`src/rtl/alu_seq_pkg.sv`:
```
// Shared definitions for the alu_seq multi-cycle ALU.
//   - state_e : FSM encoding (also driven out on the debug state port)
//   - OP_*    : opcode values carried on com
package alu_seq_pkg;

  typedef enum logic [1:0] {
    ST_IDLE = 2'd0,
    ST_RUN  = 2'd1,
    ST_DONE = 2'd2
  } state_e;

  // Single-cycle ops occupy codes 0..7 so they can be decoded from com[2:0].
  localparam int unsigned OP_THA = 0;
  localparam int unsigned OP_THB = 1;
  localparam int unsigned OP_AND = 2;
  localparam int unsigned OP_OR  = 3;
  localparam int unsigned OP_SL  = 4;
  localparam int unsigned OP_SR  = 5;
  localparam int unsigned OP_ADD = 6;
  localparam int unsigned OP_SUB = 7;
  // Iterative ops.
  localparam int unsigned OP_SLN = 8;
  localparam int unsigned OP_SRN = 9;
  localparam int unsigned OP_MUL = 10;

endpackage

```
`src/rtl/alu_core.sv`:
```
// Combinational single-cycle ALU slice (opcodes 0..7).
// Ports:
//   a, b : operands (DATA_W)
//   op   : low three opcode bits
//   y    : result, modulo 2^DATA_W
//   cf   : carry (ADD), borrow (SUB), shifted-out bit (SL/SR), else 0
module alu_core
  import alu_seq_pkg::*;
#(
  parameter int DATA_W = 16
) (
  input  logic [DATA_W-1:0] a,
  input  logic [DATA_W-1:0] b,
  input  logic [2:0]        op,
  output logic [DATA_W-1:0] y,
  output logic              cf
);

  logic [DATA_W:0] sum;
  logic [DATA_W:0] diff;

  always_comb begin
    sum  = {1'b0, a} + {1'b0, b};
    // Top bit of the extended difference is the borrow (a < b).
    diff = {1'b0, a} - {1'b0, b};
    y    = '0;
    cf   = 1'b0;
    case (op)
      3'(OP_THA): y = a;
      3'(OP_THB): y = b;
      3'(OP_AND): y = a & b;
      3'(OP_OR):  y = a | b;
      3'(OP_SL): begin
        y  = {a[DATA_W-2:0], 1'b0};
        cf = a[DATA_W-1];
      end
      3'(OP_SR): begin
        y  = {1'b0, a[DATA_W-1:1]};
        cf = a[0];
      end
      3'(OP_ADD): begin
        y  = sum[DATA_W-1:0];
        cf = sum[DATA_W];
      end
      default: begin // OP_SUB
        y  = diff[DATA_W-1:0];
        cf = diff[DATA_W];
      end
    endcase
  end

endmodule

```
`src/rtl/alu_seq.sv`:
```
// Multi-cycle ALU: eight single-cycle ops plus iterative SLN/SRN/MUL.
// Handshake: an operation is accepted on a rising edge where in_valid && in_ready
// (in_ready is high only in IDLE). The result is presented with out_valid held high
// and y/flags stable until a rising edge with out_ready high; the block returns to
// IDLE on the following cycle, so a new accept can occur one cycle later at the
// earliest. flush returns to IDLE from any state and wins over in_valid/out_ready.
// Ports:
//   clk, rst_n          : clock, asynchronous active-low reset
//   in_valid/in_ready   : operand handshake; a, b, com sampled on accept
//   flush               : synchronous abort
//   out_valid/out_ready : result handshake
//   y, y_hi             : result (y_hi = MUL high half, else 0)
//   zf, cf, err         : zero, carry/borrow/shift-out/overflow, illegal opcode
//   dbg_state           : current FSM state (state_e encoding)
module alu_seq
  import alu_seq_pkg::*;
#(
  parameter int DATA_W  = 16,
  parameter int SEL_W   = 4,
  parameter int SHAMT_W = $clog2(DATA_W)
) (
  input  logic              clk,
  input  logic              rst_n,
  input  logic              in_valid,
  output logic              in_ready,
  input  logic [DATA_W-1:0] a,
  input  logic [DATA_W-1:0] b,
  input  logic [SEL_W-1:0]  com,
  input  logic              flush,
  output logic              out_valid,
  input  logic              out_ready,
  output logic [DATA_W-1:0] y,
  output logic [DATA_W-1:0] y_hi,
  output logic              zf,
  output logic              cf,
  output logic              err,
  output logic [1:0]        dbg_state
);

  localparam int CNT_W = SHAMT_W + 1;

  state_e              state_q, state_d;
  logic [DATA_W-1:0]   a_q, a_d;     // shift register / multiplicand
  logic [SEL_W-1:0]    com_q, com_d;
  logic [CNT_W-1:0]    cnt_q, cnt_d;
  logic [2*DATA_W-1:0] acc_q, acc_d; // {partial high, remaining multiplier bits}
  logic [DATA_W-1:0]   y_q, y_d;
  logic [DATA_W-1:0]   y_hi_q, y_hi_d;
  logic                zf_q, zf_d;
  logic                cf_q, cf_d;
  logic                err_q, err_d;

  logic [DATA_W-1:0]   core_y;
  logic                core_cf;
  logic [SHAMT_W-1:0]  n;
  logic [DATA_W-1:0]   shifted;
  logic                shift_out;
  logic [DATA_W:0]     mul_add;
  logic [2*DATA_W-1:0] acc_step;

  alu_core #(.DATA_W(DATA_W)) u_core (
    .a  (a),
    .b  (b),
    .op (com[2:0]),
    .y  (core_y),
    .cf (core_cf)
  );

  assign n = b[SHAMT_W-1:0];

  // One step of the iterative shift, direction chosen by the latched opcode.
  always_comb begin
    if (com_q == SEL_W'(OP_SLN)) begin
      shifted   = {a_q[DATA_W-2:0], 1'b0};
      shift_out = a_q[DATA_W-1];
    end else begin
      shifted   = {1'b0, a_q[DATA_W-1:1]};
      shift_out = a_q[0];
    end
  end

  // One shift-add step: add the multiplicand into the high half when the current
  // multiplier LSB is set, then shift the whole accumulator right (carry included).
  always_comb begin
    mul_add  = {1'b0, acc_q[2*DATA_W-1:DATA_W]} + (acc_q[0] ? {1'b0, a_q} : '0);
    acc_step = {mul_add, acc_q[DATA_W-1:1]};
  end

  always_comb begin
    state_d = state_q;
    a_d     = a_q;
    com_d   = com_q;
    cnt_d   = cnt_q;
    acc_d   = acc_q;
    y_d     = y_q;
    y_hi_d  = y_hi_q;
    zf_d    = zf_q;
    cf_d    = cf_q;
    err_d   = err_q;

    if (flush) begin
      // Abort: result registers keep their last values.
      state_d = ST_IDLE;
    end else begin
      case (state_q)
        ST_IDLE: begin
          if (in_valid) begin
            a_d   = a;
            com_d = com;
            if (com < SEL_W'(8)) begin
              y_d     = core_y;
              y_hi_d  = '0;
              zf_d    = (core_y == '0);
              cf_d    = core_cf;
              err_d   = 1'b0;
              state_d = ST_DONE;
            end else if (com == SEL_W'(OP_SLN) || com == SEL_W'(OP_SRN)) begin
              if (n == '0) begin
                y_d     = a;
                y_hi_d  = '0;
                zf_d    = (a == '0);
                cf_d    = 1'b0;
                err_d   = 1'b0;
                state_d = ST_DONE;
              end else begin
                cnt_d   = {1'b0, n};
                state_d = ST_RUN;
              end
            end else if (com == SEL_W'(OP_MUL)) begin
              acc_d   = {{DATA_W{1'b0}}, b};
              cnt_d   = CNT_W'(DATA_W);
              state_d = ST_RUN;
            end else begin
              y_d     = '0;
              y_hi_d  = '0;
              zf_d    = 1'b1;
              cf_d    = 1'b0;
              err_d   = 1'b1;
              state_d = ST_DONE;
            end
          end
        end

        ST_RUN: begin
          cnt_d = cnt_q - CNT_W'(1);
          if (com_q == SEL_W'(OP_MUL)) begin
            acc_d = acc_step;
            if (cnt_q == CNT_W'(1)) begin
              y_d     = acc_step[DATA_W-1:0];
              y_hi_d  = acc_step[2*DATA_W-1:DATA_W];
              zf_d    = (acc_step[DATA_W-1:0] == '0);
              cf_d    = |acc_step[2*DATA_W-1:DATA_W];
              err_d   = 1'b0;
              state_d = ST_DONE;
            end
          end else begin
            a_d = shifted;
            if (cnt_q == CNT_W'(1)) begin
              y_d     = shifted;
              y_hi_d  = '0;
              zf_d    = (shifted == '0);
              cf_d    = shift_out;
              err_d   = 1'b0;
              state_d = ST_DONE;
            end
          end
        end

        ST_DONE: begin
          if (out_ready) state_d = ST_IDLE;
        end

        default: state_d = ST_IDLE;
      endcase
    end
  end

  always_ff @(posedge clk or negedge rst_n) begin
    if (!rst_n) begin
      state_q <= ST_IDLE;
      a_q     <= '0;
      com_q   <= '0;
      cnt_q   <= '0;
      acc_q   <= '0;
      y_q     <= '0;
      y_hi_q  <= '0;
      zf_q    <= 1'b0;
      cf_q    <= 1'b0;
      err_q   <= 1'b0;
    end else begin
      state_q <= state_d;
      a_q     <= a_d;
      com_q   <= com_d;
      cnt_q   <= cnt_d;
      acc_q   <= acc_d;
      y_q     <= y_d;
      y_hi_q  <= y_hi_d;
      zf_q    <= zf_d;
      cf_q    <= cf_d;
      err_q   <= err_d;
    end
  end

  assign in_ready  = (state_q == ST_IDLE);
  assign out_valid = (state_q == ST_DONE);
  assign y         = y_q;
  assign y_hi      = y_hi_q;
  assign zf        = zf_q;
  assign cf        = cf_q;
  assign err       = err_q;
  assign dbg_state = state_q;

endmodule

```
`config.mk`:
```
export PLATFORM = sky130hd
export DESIGN_NAME = alu_seq
export DESIGN_NICKNAME = d
export VERILOG_FILES = /design/src/rtl/alu_seq_pkg.sv /design/src/rtl/alu_core.sv /design/src/rtl/alu_seq.sv
export SDC_FILE = /design/constraint.sdc
export NUM_CORES = 1
export LEC_CHECK = 0
export ABC_CLOCK_PERIOD_IN_PS = 3900
export CAP_MARGIN = 20
export CORE_MARGIN = 3
export CORE_UTILIZATION = 55
export CTS_CLUSTER_SIZE = 25
export DETAILED_ROUTE_END_ITERATION = 6
export PLACE_DENSITY = 0.77
export SLEW_MARGIN = 10
export SYNTH_ARGS = -nofsm -noshare
export SYNTH_HDL_FRONTEND = slang
export SYNTH_SLANG_ARGS = --single-unit
```
`constraint.sdc`:
```
create_clock -name clk -period 3.9 [get_ports clk]
set_input_delay 0.585 -clock clk [delete_from_list [all_inputs] [get_ports clk]]
set_output_delay 0.585 -clock clk [all_outputs]
set_load 0.005 [all_outputs]
```
==> impl_summary.log, run 1 <==
[metrics] via count: 8568
[metrics] clock tree from TritonCTS: built
[metrics] worst min-delay path class: in -> async
[metrics] Pins Over Slew Limit: 0
[metrics] Post-CTS Setup Bufs: 0
[metrics] actual slew at the worst max-slew pin: 0.867 ns
[metrics] placer's final routability congestion estimate: 0.939
[metrics] via count of the first global-routing pass: 7900
[metrics] maximum VDD drop: 0.000193 V
[metrics] die area: 16800 sq um
[metrics] relative max-transition margin: 42.0%
[metrics] number of antenna violations at the first check in global routing: 2
[metrics] final hold vios: 0
[metrics] required time of the critical path: 4.19 ns
[metrics] Multi-input gate area: 5570 sq um
[metrics] arrival time at the worst endpoint: 4.00 ns
[metrics] first-iteration detailed-routing DRC count: 820
[metrics] number of cells produced by synthesis: 1056
[metrics] fraction of registers with async set or reset after synthesis: 100%
[metrics] crit path capture type: register
[metrics] final cycle utilization of the critical path: 95.1%
[metrics] maximum fanout count along the critical path: 5
[metrics] post-DR vias/cell: 6.39
[metrics] pin count of the biggest net entering global routing: 61
[metrics] skew final: 0.0105 ns
[metrics] largest cells by area after synthesis: dfrtp_1, ha_1, o21ai_0
[metrics] top post-synthesis cells by count: nand2_1, o21ai_0, a21oi_1, dfrtp_1, nor2_1
[metrics] count leader, synth: nand2_1
[metrics] cell area power density: 364 nW/um^2
[metrics] number of different library cells in the post-synthesis netlist: 81
[metrics] number of placed instances with taps included: 1323
[metrics] count of non-filler cells in the finished layout: 1340
[metrics] Setup violations, final: 0
[metrics] cell area after technology mapping: 8400 sq um
[metrics] average cell area after synthesis: 7.96 sq um
[metrics] global-route usage over all layers: 31.8%
[metrics] Detailed Place HPWL: 20400 microns
[metrics] clock-pin transition on the worst setup and hold timing paths: 0.07 ns
[metrics] total routed wirelength: 26600 microns
[metrics] Static Leakage: 0.00439 uW
[metrics] cell taking the most area after synthesis: dfrtp_1
[metrics] standard cell area after detailed placement: 9670 sq um
[metrics] initial cell density of the core: 57.0%
[metrics] number of gates given a new drive strength after cts: 0
[metrics] height of the die: 130 microns
[metrics] ys flop type: dfrtp_1
[metrics] number of storage elements in the synthesis netlist: 94
[metrics] row count: 44
[metrics] quantity of hold-fixing buffers added after cts: 0
[metrics] chip width: 130 microns
[metrics] maximum buffer depth of the clock tree: 2
[metrics] # port buffers: 79
[metrics] final design area excluding fillers: 9990 sq um
[metrics] CTS Buf Count: 9
[metrics] post-route ant nets: 0
[metrics] clock root cell: clkbuf_16
[metrics] growth of design area from synthesis to finish: 18.8%
[metrics] wire length of the first global-routing pass: 42300 microns
[metrics] yosys synthesis warning count: 0
[metrics] placeable core region: 14800 sq um
[metrics] reg-to-reg setup timing slack: 0.44 ns
[metrics] share of the synthesized area in the top cell type: 28.0%
[metrics] maximum level of the CTS H-tree: 3
[metrics] number of nets in the layout: 1263
[metrics] achievable clock frequency: 269 MHz
[metrics] result of the run: finished clean
[metrics] startpoint kind of the worst setup timing path: input port
[metrics] first-pass detailed-route iteration total: 5
[metrics] area of all sequential standard cells: 2350 sq um
[metrics] setup repair after global routing missed its margin: false
[metrics] sum of overflow across all layers after global routing: 0
[metrics] sum of internal, switching and leakage power: 3630 uW
[metrics] number of maximum-capacitance violations: 0
[metrics] number of synthesized flops with an enable pin: 0
[metrics] clock latency on the worst-skew pair: 0.35 ns
[metrics] fraction of layout cells with a size suffix above 1: 9.61%
[metrics] wire per inst: 19.9 microns
[metrics] Filler Cells Inserted: 1267
[metrics] number of clock sinks: 94
[metrics] final critical path time including I/O delays and setup: 3.71 ns
[metrics] net count after synthesis: 1169
[metrics] sequential element share of the synthesized area: 28.0%
[metrics] I/O pin total: 80
[metrics] DRC errors left: 0
[metrics] class of the most critical setup path: in -> reg
==> state kept, by name, indices dropped and copies added, names as in the netlist <==
signal and flops:
acc_q 32, a_q 16, y 16, y_hi 16, cnt_q 5, com_q 4, dbg_state 2, cf 1
err 1, zf 1
==> worst max-delay path: stages <==
cell and delay [ns]:
clkdlybuf4s50_1 0.48, inv_1 0.06, ha_1 0.31, a21oi_1 0.26, o211ai_1 0.21, o41ai_2 0.33, buf_4 0.21, o21ai_0 0.10
o41ai_1 0.40, mux2i_1 0.25, o211ai_1 0.28, nor4_2 0.34, a31o_1 0.17
==> power by group <==
part	total (uW)	internal (uW)	leakage [uW]	switching, uW
registers	1360	1160	0.00123	195
clock network	896	517	0.000141	379
logic	1380	589	0.00302	788
total	3630	2270	0.00439	1360
==> layer usage <==
metal | share of wire (%) | track usage (%) | wire, microns
met1 | 43 | 45.5 | 11500
met4 | 3.3 | 11.9 | 878
met3 | 9.2 | 5.11 | 2440
met2 | 44 | 48.5 | 11800
met5 | 0.056 | 0 | 15
==> cells by family (layout without fill, tap and decap cells) <==
| logic type | Yosys count | count (layout) | share of synthesized area (%) |
|---|---|---|---|
| mux | 43 | 43 | 6.12 |
| compound gates | 368 | 368 | 28.2 |
| simple gates | 337 | 337 | 19.2 |
| flops | 94 | 94 | 28.0 |
| fa+ha+maj | 72 | 72 | 11.0 |
| buf+inv | 126 | 225 | 5.82 |
| xor+xnor | 16 | 16 | 1.67 |
| other cells | 0 | 1 | 0 |
==> final timing paths <==
check	cells after the start	to	start
setup / recovery	13	zf	a[1]
hold / removal	1	cnt_q[1]	rst_n
min in group clk	2	y_hi[13]	y_hi[13]
setup reg to reg	13	cf	a_q[0]
hold reg to reg	2	y_hi[13]	y_hi[13]
max in group asynchronous	2	acc_q[27]	rst_n
==> cells in the final DEF (no fill, tap or decap), drive strengths merged, types with 19 or more instances in the layout <==
master,netlist,final
nand2,120,120
ha,69,69
a21oi,95,95
dfrtp,94,94
clkdlybuf4s50,0,76
mux2i,30,30
buf,17,67
nor2,86,86
nand2b,19,19
inv,66,67
o21ai,117,117
and2,19,19
==> cell type report <==
type,instances,share of cell area [%]
antenna,1,0.0251
clock buffer,10,2.39
clock inverter,6,0.702
inverter,66,2.48
multi-input combinational,836,55.8
sequential,94,23.6
tap,184,2.31
timing repair buffer,143,12.7
==> metrics by stage <==
step           hold WS [ns]  setup WS [ns]  utilization, %  TNS [ns]
2_1_floorplan         0.289          0.693               -         0
6_report              0.188          0.189            67.7         0
3_5_place_dp          0.472        -0.0157            65.6   -0.0248
3_3_place_gp          0.461        0.00416            65.6         0
5_1_grt               0.221         0.0847            67.7         0
4_1_cts               0.197          0.313            67.7         0
Power figures use the tool's default switching activity.
==> run 2: changes to the inputs <==
Settings changed: CTS_CLUSTER_SIZE 25 to unset.
==> results of run 2 <==
Same layout as run 1: the final DEF is identical, and so are final timing and power.
